<file path="config.mk">
export PLATFORM = sky130hd
export DESIGN_NAME = jtpang_objdma
export DESIGN_NICKNAME = d
export VERILOG_FILES = /design/src/rtl/jtpang_pkg.sv /design/src/rtl/jtpang_objdma.sv
export SDC_FILE = /design/constraint.sdc
export NUM_CORES = 1
export LEC_CHECK = 0
export BUFFER_PORTS_ARGS = -buffer_cell sky130_fd_sc_hd__buf_2
export CAP_MARGIN = 40
export CORE_MARGIN = 2
export CORE_UTILIZATION = 56
export CTS_CLUSTER_DIAMETER = 120
export DETAILED_ROUTE_END_ITERATION = 10
export PLACE_DENSITY = 0.83
export SLEW_MARGIN = 20
export SYNTH_ARGS = -nofsm -noshare
export SYNTH_HDL_FRONTEND = slang
export SYNTH_SLANG_ARGS = --single-unit
</file>
<file path="constraint.sdc">
create_clock -name clk -period 3.8 [get_ports clk]
set_input_delay 0.38 -clock clk [delete_from_list [all_inputs] [get_ports clk]]
set_output_delay 0.38 -clock clk [all_outputs]
set_load 0.03 [all_outputs]
</file>
<file path="src/rtl/jtpang_pkg.sv">
// jtpang_pkg -- shared definitions for the jtpang object DMA:
// FSM state encoding, default transfer length and address helper.
package jtpang_pkg;

    typedef enum logic [2:0] {
        ST_IDLE,
        ST_REQ,
        ST_COPY,
        ST_FLUSH,
        ST_REL
    } objdma_state_t;

    localparam int OBJDMA_LEN = 512;
    localparam int RAM_AW     = 12;

    // Source address for a given offset; the 12-bit sum wraps modulo 4096
    function automatic logic [RAM_AW-1:0] wrap_addr(
        input logic [RAM_AW-1:0] base,
        input logic [RAM_AW-1:0] offset
    );
        return base + offset;
    endfunction

endpackage

</file>
<file path="src/rtl/jtpang_objdma.sv">
// jtpang_objdma -- copies LEN bytes of shared CPU RAM into the object
// buffer while holding the Z80 off the bus (busrq_n/busak_n handshake).
// Optional build macro JTPANG_OBJDMA_VBLANK_EN: when defined, a pending
// request only starts while LVBL=0 (inside vertical blank).
module jtpang_objdma
    import jtpang_pkg::*;
#(
    parameter logic [11:0] SRC_BASE = 12'h000,
    parameter int          LEN      = OBJDMA_LEN
)(
    input  logic        clk,
    input  logic        rst,
    input  logic        cen,
    input  logic        dma_go,
    input  logic        LVBL,
    input  logic        busak_n,
    output logic        busrq_n,
    output logic [11:0] ram_addr,
    input  logic [7:0]  ram_dout,
    output logic [11:0] buf_addr,
    output logic [7:0]  buf_din,
    output logic        buf_we,
    output logic        busy,
    output logic        done
);

    localparam logic [11:0] LAST = 12'(LEN - 1);

    objdma_state_t r_state;
    logic          r_go_d;
    logic          r_go_pend;
    logic          r_wr;        // data for r_baddr arrives on ram_dout this cycle
    logic          r_busrq_n;
    logic          r_busy;
    logic          r_done;
    logic [11:0]   r_cnt;
    logic [11:0]   r_baddr;

    logic          w_go_rise;
    logic          w_vb_ok;
    logic          w_start;
    logic          w_we;

`ifdef JTPANG_OBJDMA_VBLANK_EN
    assign w_vb_ok = ~LVBL;
`else
    logic w_unused_lvbl;
    assign w_unused_lvbl = LVBL;
    assign w_vb_ok       = 1'b1;
`endif

    assign w_go_rise = dma_go & ~r_go_d;
    assign w_start   = cen & (r_state == ST_IDLE) & r_go_pend & w_vb_ok;
    // A write is lost (not just delayed) if the bus is taken back this cycle
    assign w_we      = cen & r_wr & ~busak_n;

    assign busrq_n  = r_busrq_n;
    assign busy     = r_busy;
    assign done     = r_done;
    assign ram_addr = wrap_addr(SRC_BASE, r_cnt);
    assign buf_addr = r_baddr;
    assign buf_din  = w_we ? ram_dout : 8'h00;
    assign buf_we   = w_we;

    // Capture dma_go rising edges every clk; one pending request is kept
    always_ff @(posedge clk or posedge rst) begin
        if (rst) begin
            r_go_d    <= 1'b0;
            r_go_pend <= 1'b0;
        end else begin
            r_go_d <= dma_go;
            if (w_go_rise) begin
                r_go_pend <= 1'b1;
            end else if (w_start) begin
                r_go_pend <= 1'b0;
            end
        end
    end

    // Transfer FSM: bus request, address/write pipeline, release and done pulse
    always_ff @(posedge clk or posedge rst) begin
        if (rst) begin
            r_state   <= ST_IDLE;
            r_busrq_n <= 1'b1;
            r_busy    <= 1'b0;
            r_done    <= 1'b0;
            r_wr      <= 1'b0;
            r_cnt     <= 12'd0;
            r_baddr   <= 12'd0;
        end else begin
            r_done <= 1'b0;
            if (cen) begin
                case (r_state)
                    ST_IDLE: begin
                        if (w_start) begin
                            r_state   <= ST_REQ;
                            r_busrq_n <= 1'b0;
                            r_busy    <= 1'b1;
                        end
                    end
                    ST_REQ: begin
                        if (!busak_n) begin
                            r_state <= ST_COPY;
                            r_cnt   <= 12'd0;
                            r_wr    <= 1'b0;
                        end
                    end
                    ST_COPY: begin
                        if (busak_n) begin
                            // Bus lost: step back so the dropped byte's address is issued again
                            if (r_wr) begin
                                r_cnt <= r_baddr;
                            end
                            r_wr <= 1'b0;
                        end else begin
                            r_baddr <= r_cnt;
                            r_wr    <= 1'b1;
                            if (r_cnt == LAST) begin
                                r_state <= ST_FLUSH;
                            end else begin
                                r_cnt <= r_cnt + 12'd1;
                            end
                        end
                    end
                    ST_FLUSH: begin
                        // ram_addr still points at the last byte, so a lost write is simply re-armed
                        if (busak_n) begin
                            r_wr <= 1'b0;
                        end else if (r_wr) begin
                            r_wr      <= 1'b0;
                            r_state   <= ST_REL;
                            r_busrq_n <= 1'b1;
                        end else begin
                            r_wr <= 1'b1;
                        end
                    end
                    ST_REL: begin
                        r_state <= ST_IDLE;
                        r_busy  <= 1'b0;
                        r_done  <= 1'b1;
                        r_cnt   <= 12'd0;
                        r_baddr <= 12'd0;
                    end
                    default: begin
                        r_state <= ST_IDLE;
                    end
                endcase
            end
        end
    end

endmodule

</file>
Yosys cells after proc, flatten, opt, wreduce, memory -nomap -nowiden
Index checks and enable logic that the tools add are counted.

storage, ports and cells
  register bits after elaboration = 33
  bits of input ports = 14
  output and inout port bits = 36
  word-level logic and storage cells = 72

cells by class
  add/subtract/negate cells = 1
  equality and inequality tests = 13
  multiplexer cells = 29
  bitwise operators = 7
  reductions and logical operators = 13

operators by type and width
  operator                 number
  $mux W12                 5
  $pmux W12 S3             1
  $pmux W12 S2             1
  $mux W3                  6
  $add A12 B1 Y12 const B  1
  $eq A12 B9 Y1 const B    1
  $ne A2 B2 Y1 const B     6
  $pmux W3 S4              1
  $mux W1                  11
  $reduce_and A5 Y1        2
  $reduce_and A3 Y1        3
  $mux W8                  1
  $reduce_bool A2 Y1       4
  $reduce_and A7 Y1        1
  $eq A3 B2 Y1 const B     2
  $ne A3 B3 Y1 const B     2
  $reduce_bool A3 Y1       2
  $and A1 B1 Y1            5
  $pmux W1 S2              2
  $eq A3 B1 Y1 const B     1
  $eq A3 B3 Y1 const B     1
  $logic_not A3 Y1         1
  $pmux W1 S3              1
  $not A1 Y1               2

Logic depth before layout (Yosys ltp)
Gate-level depths: netlist of run 1.

  depth in word-level cells = 5
  gate-level depth with buffers = 7
  depth with buffers taken out = 6

Least setup slack after synthesis of run 1
Ideal clock, no wire load.

  path type = flip-flop to flip-flop
  start = register r_cnt[9]
  end = register r_cnt[1]
  data arrival time = 2.047 ns
  slack = 1.626 ns
  stages on the path, launching flop included = 6
  cells stage by stage = dfrtp_1 > or3_4 > or4_4 > buf_6 > o21bai_4 > mux2_1

between the ends
  word-level cells in the longest chain between the ends = 3

ends and longest elaborated chain
  element                             line                  RTL
  from (decl)                         jtpang_objdma.sv:36   logic [11:0] r_cnt;
  from (signal assigned)              jtpang_objdma.sv:112  r_cnt <= r_baddr;
  from (signal assigned)              jtpang_objdma.sv:121  r_cnt <= r_cnt + 12'd1;
  $eq A12 B9 Y1                       jtpang_objdma.sv:118  if (r_cnt == LAST) begin
  $ne A3 B3 Y1 (no source line)       -
  $reduce_and A5 Y1 (no source line)  -

No other way between the ends.
A chain may end at the register's enable or synchronous reset.

Final worst setup path of run 1
  start = register r_state[1]
  end = register r_baddr[9] (netlist: buf_addr[9])

between the ends
  word-level cells in the longest chain between the ends = 3
  elaborated cells between the ends (all ways) = 6
  those cells by class = eq/ne: 3; mux: 1; reduce/logical: 2

ends and longest elaborated chain
  element                                                              line                  RTL
  from (decl)                                                          jtpang_objdma.sv:29   objdma_state_t r_state;
  from (signal assigned)                                               jtpang_objdma.sv:83   r_state <= ST_IDLE;
  from (signal assigned)                                               jtpang_objdma.sv:96   r_state <= ST_REQ;
  from (signal assigned)                                               jtpang_objdma.sv:103  r_state <= ST_COPY;
  $eq A3 B2 Y1 or $eq A3 B3 Y1 (tied branches)                         jtpang_objdma.sv:93   case (r_state)
  $ne A2 B2 Y1 (no source line) or $reduce_bool A2 Y1 (tied branches)  -
  $reduce_and A3 Y1 (no source line)                                   -
  to (signal assigned)                                                 jtpang_objdma.sv:116  r_baddr <= r_cnt;
  to (decl)                                                            jtpang_objdma.sv:37   logic [11:0] r_baddr;

Several ways; a longest one is shown, not always the timed one.

==> impl_metrics.ini, run 1 <==
[critical_path]
crit_chain = nand2b_1, or3_1, nor2_1, buf_4, nand2_1, o21ai_0
start_kind = flip-flop
crit_type = reg -> reg
rr_worst_depth = 6
rr_endpoint = buf_addr[9]
crit_path_end_kind = flip-flop
rrSetupSlack_ns = 1.23
r2r-start = r_state[1]
cp.required_ns = 4.07
critPathMaxStageDelay_ns = 0.65
critPathSlowestCell = dfrtp_1
cp.arrival_ns = 2.85
path_max_fanout = 17

[pwr]
power_mw = 1.04
cellPowerDensity_mw_per_mm2 = 486
p_leak_nw = 1.01
ir_drop_mv = 0.438

[routing]
ant_nets = 0
viasPerCell = 5.81
drt-total-wl_um = 4210
drc = 0
wl_per_cell_um = 13.9
drtIter0Drc = 142
vias = 1767
dr.pass1.iters = 4

[global_route]
grt_pass1_wl_um = 6810
grt-ovfl-total = 0
grt_pass1_vias = 1466
antenna_found_initial = 0
grt_max_degree = 34
grtUsageTotal = 0.252

[clocking]
cts_buffers = 5
cts_resized = 0
cts_hold_buf = 0
cts-htree-levels = 2
clk_latency_ns = 0.35
postCtsSetupBuffers = 0
cts.clk_slew.worst_paths_ns = 0.10
clock_path_buffers = 2
cts_tree = built
clock-sinks = 33
cts_root_buffer = clkbuf_4

[synth]
ys_types = 43
ys.warnings.count = 0
synthFlopType = dfrtp_1
synth-edff-count = 0
synth_fp_nets = 230
synth_area_per_cell_um2 = 8.55
seq_area_frac_synth = 0.450
async_flop_share = 1.00
netlist_area_mm2 = 0.00184
synth_cells = 215
ys_ff_latch = 33

[die]
core_area_mm2 = 0.00308
fp.dieW_um = 61.3
design.die.area_mm2 = 0.00376
rows = 20
io_pins = 50
die_y_um = 61.3
start_util = 0.598

[timing]
finClkSkew_ns = 0.00586
slew_headroom = 0.466
setup_violations = 0
max_freq_ghz = 0.388
finalCritPeriodShare = 0.677
drv_slew = 0
whs_ns = 0.0945
hold_viol_final = 0
fin_crit_ns = 2.57
tightest_slew_ns = 0.794
setup_tns_ns = 0
grt_setup_unrepaired = false

[cells_and_area]
final_common_cell = buf_2
utilization = 0.697
area_growth_pct = 16.6
drive_gt1_frac = 0.250
nets = 274
diodes = 0
layout_common_cells = buf_2, o21ai_0, dfrtp_1

[placement]
numPortBuffers = 48
place_congestion = 0.842
dp_hpwl_um = 2890

[flow_run]
drv_cap = 0

[worst_hold_path]
hp-class = in -> async

[status]
outcome = completed
## worst max-delay path by stage
stage	from	cells after the start	slack, ns	endpoint
global route	r_state[1]	6	0.95	buf_addr[6]
finish	r_state[1]	6	1.23	buf_addr[9]
CTS	r_state[1]	6	1.20	buf_addr[9]
detailed placement	r_state[1]	6	1.23	buf_addr[7]
global placement	r_state[1]	5	1.30	buf_addr[6]
floorplan	r_cnt[9]	5	1.63	r_cnt[1]
## cells in the mapped netlist, drive strengths merged, types with 3 or more instances
cell type / instances / share of area
o21ai: 37 / 0.10
and2: 8 / 0.027
a41oi: 3 / 0.018
a21oi: 14 / 0.038
a22oi: 4 / 0.016
mux2i: 4 / 0.022
clkbuf: 12 / 0.024
nor3: 5 / 0.014
nor2b: 3 / 0.010
a31oi: 3 / 0.010
nand2: 31 / 0.063
dfrtp: 32 / 0.44
nand4: 5 / 0.017
nand3: 5 / 0.014
inv: 7 / 0.014
nor2: 12 / 0.024
## state kept, by name, indices dropped and copies added (netlist names)
name and flops:
busrq_n 1, r_go_pend 1, r_state 3, r_wr 1, busy 1, buf_addr 12, done 1, r_cnt 12
r_go_d 1
## routing by layer
metal,global-route usage,vias to the layer above,wire (um)
met4,0.134,0,114
met2,0.360,60,1980
met5,0,-,0
met3,0.0567,13,286
li1,-,859,-
met1,0.357,835,1830
## area by class of cell
| cell class | instances | area (um^2) |
|---|---|---|
| fillers | 266 | 933 |
| multi-input cells | 161 | 925 |
| flip-flops and latches | 33 | 827 |
| repair buffers | 51 | 263 |
| well taps | 44 | 55.1 |
| clock buffers | 8 | 48.8 |
| inverters | 7 | 26.3 |
## cells by family (layout without fill, tap and decap cells)
kind of cell               after synthesis  after routing  synth area share
adders and majority gates                1              1           0.00680
and+or+nand+nor                         85             85             0.239
AOI/OAI and AO/OA                       70             70             0.229
muxes                                    5              5            0.0279
DFF                                     33             33             0.450
buffers and inverters                   21             66            0.0476
## critical path, delay by kind of cell (launching register included)
kind	cells	cell delay, ns
buf+inv	1	0.31
simple gates	4	1.45
compound gates	1	0.08
flops	1	0.65
## metrics by stage
step	instances	instance area, um^2	worst slack, ns
after detailed placement	296	2100	1.23
final	304	2140	1.23
after CTS	304	2140	1.20
after floorplan	215	1840	1.63
after global placement	296	2100	1.30
after global routing	304	2140	0.951
## power breakdown
part / switching [mW] / leakage [nW] / internal [mW]
combinational: 0.236 / 0.545 / 0.133
sequential: 0.0808 / 0.441 / 0.401
clock: 0.117 / 0.0265 / 0.0736
total: 0.434 / 1.01 / 0.607
Power figures use the tool's default switching activity.
==> run 2, diff against run 1 <==
--- a/config.mk
+++ b/config.mk
@@ -8,10 +8,10 @@
 export BUFFER_PORTS_ARGS = -buffer_cell sky130_fd_sc_hd__buf_2
 export CAP_MARGIN = 40
 export CORE_MARGIN = 2
-export CORE_UTILIZATION = 56
+export CORE_UTILIZATION = 52
 export CTS_CLUSTER_DIAMETER = 120
 export DETAILED_ROUTE_END_ITERATION = 10
-export PLACE_DENSITY = 0.83
+export PLACE_DENSITY = 0.78
 export SLEW_MARGIN = 20
 export SYNTH_ARGS = -nofsm -noshare
 export SYNTH_HDL_FRONTEND = slang
==> constraint.sdc (replaced) <==
create_clock -name clk -period 2.5 [get_ports clk]
set_input_delay 0.25 -clock clk [delete_from_list [all_inputs] [get_ports clk]]
set_output_delay 0.25 -clock clk [all_outputs]
set_load 0.03 [all_outputs]
==> run 2 against run 1 <==
  * Via count stayed put
  * Routed wire length increased by 6.0%
  * Total power up 60%
  * Combinational power up 62%
  * Die area is 7.2% higher
  * Critical path type unchanged
  * Sequential power increased by 50%
  * Maximum frequency rose by 22%
==> impl_metrics.ini, run 2 (synthesis results as in run 1) <==
[die]
io_pins = 50
fp.dieW_um = 63.5
start_util = 0.547
design.die.area_mm2 = 0.00403
rows = 21
die_y_um = 63.5
core_area_mm2 = 0.00336

[global_route]
grt-ovfl-total = 0
grt_pass1_vias = 1617
antenna_found_initial = 0
grtUsageTotal = 0.237
grt_pass1_wl_um = 7450
grt_max_degree = 34

[cells_and_area]
drive_gt1_frac = 0.266
num-fill-cells = 326
finalNonFillerCells = 309
area_growth_pct = 19.1
diodes = 0
final_common_cell = buf_2
layout_common_cells = buf_2, o21ai_0, dfrtp_1
nets = 277

[critical_path]
cp-endpoint = r_cnt[1]
start_kind = flip-flop
r2r-start = r_cnt[0]
crit_path_end_kind = flip-flop
path_max_fanout = 7
rr_endpoint = r_cnt[1]
cp.required_ns = 2.74
crit_start = r_cnt[0]
cp.arrival_ns = 2.34
rrSetupSlack_ns = 0.40
rr_worst_depth = 5
crit_type = reg -> reg

[clocking]
clock_path_buffers = 2
cts_root_buffer = clkbuf_4
cts.clk_slew.worst_paths_ns = 0.11
clk_latency_ns = 0.35
cts_tree = built
cts_buffers = 5
cts-htree-levels = 2
clock-sinks = 33
postCtsSetupBuffers = 0

[pwr]
pwr-share-clk = 0.209
p_switching_mw = 0.682
cellPowerDensity_mw_per_mm2 = 762
seq_power_share = 0.433
p_sw_frac = 0.408
ir_drop_mv = 0.578
p_leak_nw = 1.04
internal_power_mw = 0.988
share_comb_of_total_power = 0.358

[timing]
grt_setup_unrepaired = false
finalCritPeriodShare = 0.841
slew_headroom = 0.650
drv_slew = 0
fin_crit_ns = 2.10
finClkSkew_ns = 0.00985
setup_tns_ns = 0
hold_viol_final = 0
max_freq_ghz = 0.476
setup_violations = 0
tightest_slew_ns = 0.525

[routing]
wl_per_cell_um = 14.4
dr.pass1.iters = 4
viasPerCell = 5.72
drt-total-wl_um = 4470
drtIter0Drc = 134
ant_nets = 0
vias = 1767
drc = 0

[placement]
place_congestion = 0.801
numPortBuffers = 48
dp_cells = 299
dp_hpwl_um = 3050

[worst_hold_path]
hp-class = in -> reg

[status]
outcome = completed

[flow_run]
drv_cap = 0
run 2: cell count changes in the layout (fill, tap and decap cells not counted):
cell           before  now
dlygate4sd3_1       0    1
clkbuf_8            0    2
clkbuf_1            3    0
clkinv_2            0    1
buf_2              48   49
buf_4               3    4
run 2: final cells by class:
cell class / count / area [um^2] / share of cell area
multi-input cells: 161 / 925 / 0.422
flip-flops and latches: 33 / 827 / 0.377
repair buffers: 54 / 285 / 0.130
clock buffers: 7 / 65.1 / 0.0297
well taps: 46 / 57.6 / 0.0263
inverters: 7 / 26.3 / 0.0120
clock inverters: 1 / 5.00 / 0.00228
run 2: worst min-delay path by stage:
stage                 from  endpoint  cells after the start
finish              dma_go    r_go_d                      1
global route        dma_go    r_go_d                      1
CTS                 dma_go    r_go_d                      1
detailed placement     rst      busy                      3
global placement       rst    r_go_d                      3
floorplan           dma_go    r_go_d                      0
run 2: repair_timing:
item / 4_1_cts / 5_1_grt
hold endpoints to repair: 32 / 0
gates resized for setup: 0 / 0
hold buffers: 1 / 0
run 2: worst max-delay path, cell delays in order, from the launching register on:
cell and delay, ns:
dfrtp_1 0.46, ha_1 0.25, nand3_1 0.19, or4_4 0.60, o21bai_4 0.15, mux2_1 0.33
run 2: per-stage QoR:
step                      hold WS [ns]  cell area [um^2]  total power [mW]  utilization  worst slack [ns]
after CTS                       0.0150              2190              1.67        0.650             0.278
after global placement           0.358              2110              1.30        0.626             0.442
after floorplan                  0.281              1840              1.14            -             0.326
final                           0.0170              2190              1.67        0.651             0.398
after global routing           0.00150              2190              1.77        0.651             0.283
after detailed placement         0.357              2110              1.32        0.626             0.415
run 2: per-layer routing:
layer  vias up  GRT usage  wire length (um)
li1        860          -                 -
met1       858      0.311              2010
met2        41      0.372              2160
met3         8     0.0696               213
met4         0     0.0870                84
met5         -          0                 0
run 2: power groups by stage:
stage | Combinational [mW] | Clock (mW) | Sequential, mW
finish | 0.597 | 0.350 | 0.723
detailed placement | 0.592 | 0 | 0.727
global route | 0.653 | 0.379 | 0.737
floorplan | 0.365 | 0 | 0.777
global placement | 0.575 | 0 | 0.723
CTS | 0.596 | 0.353 | 0.718
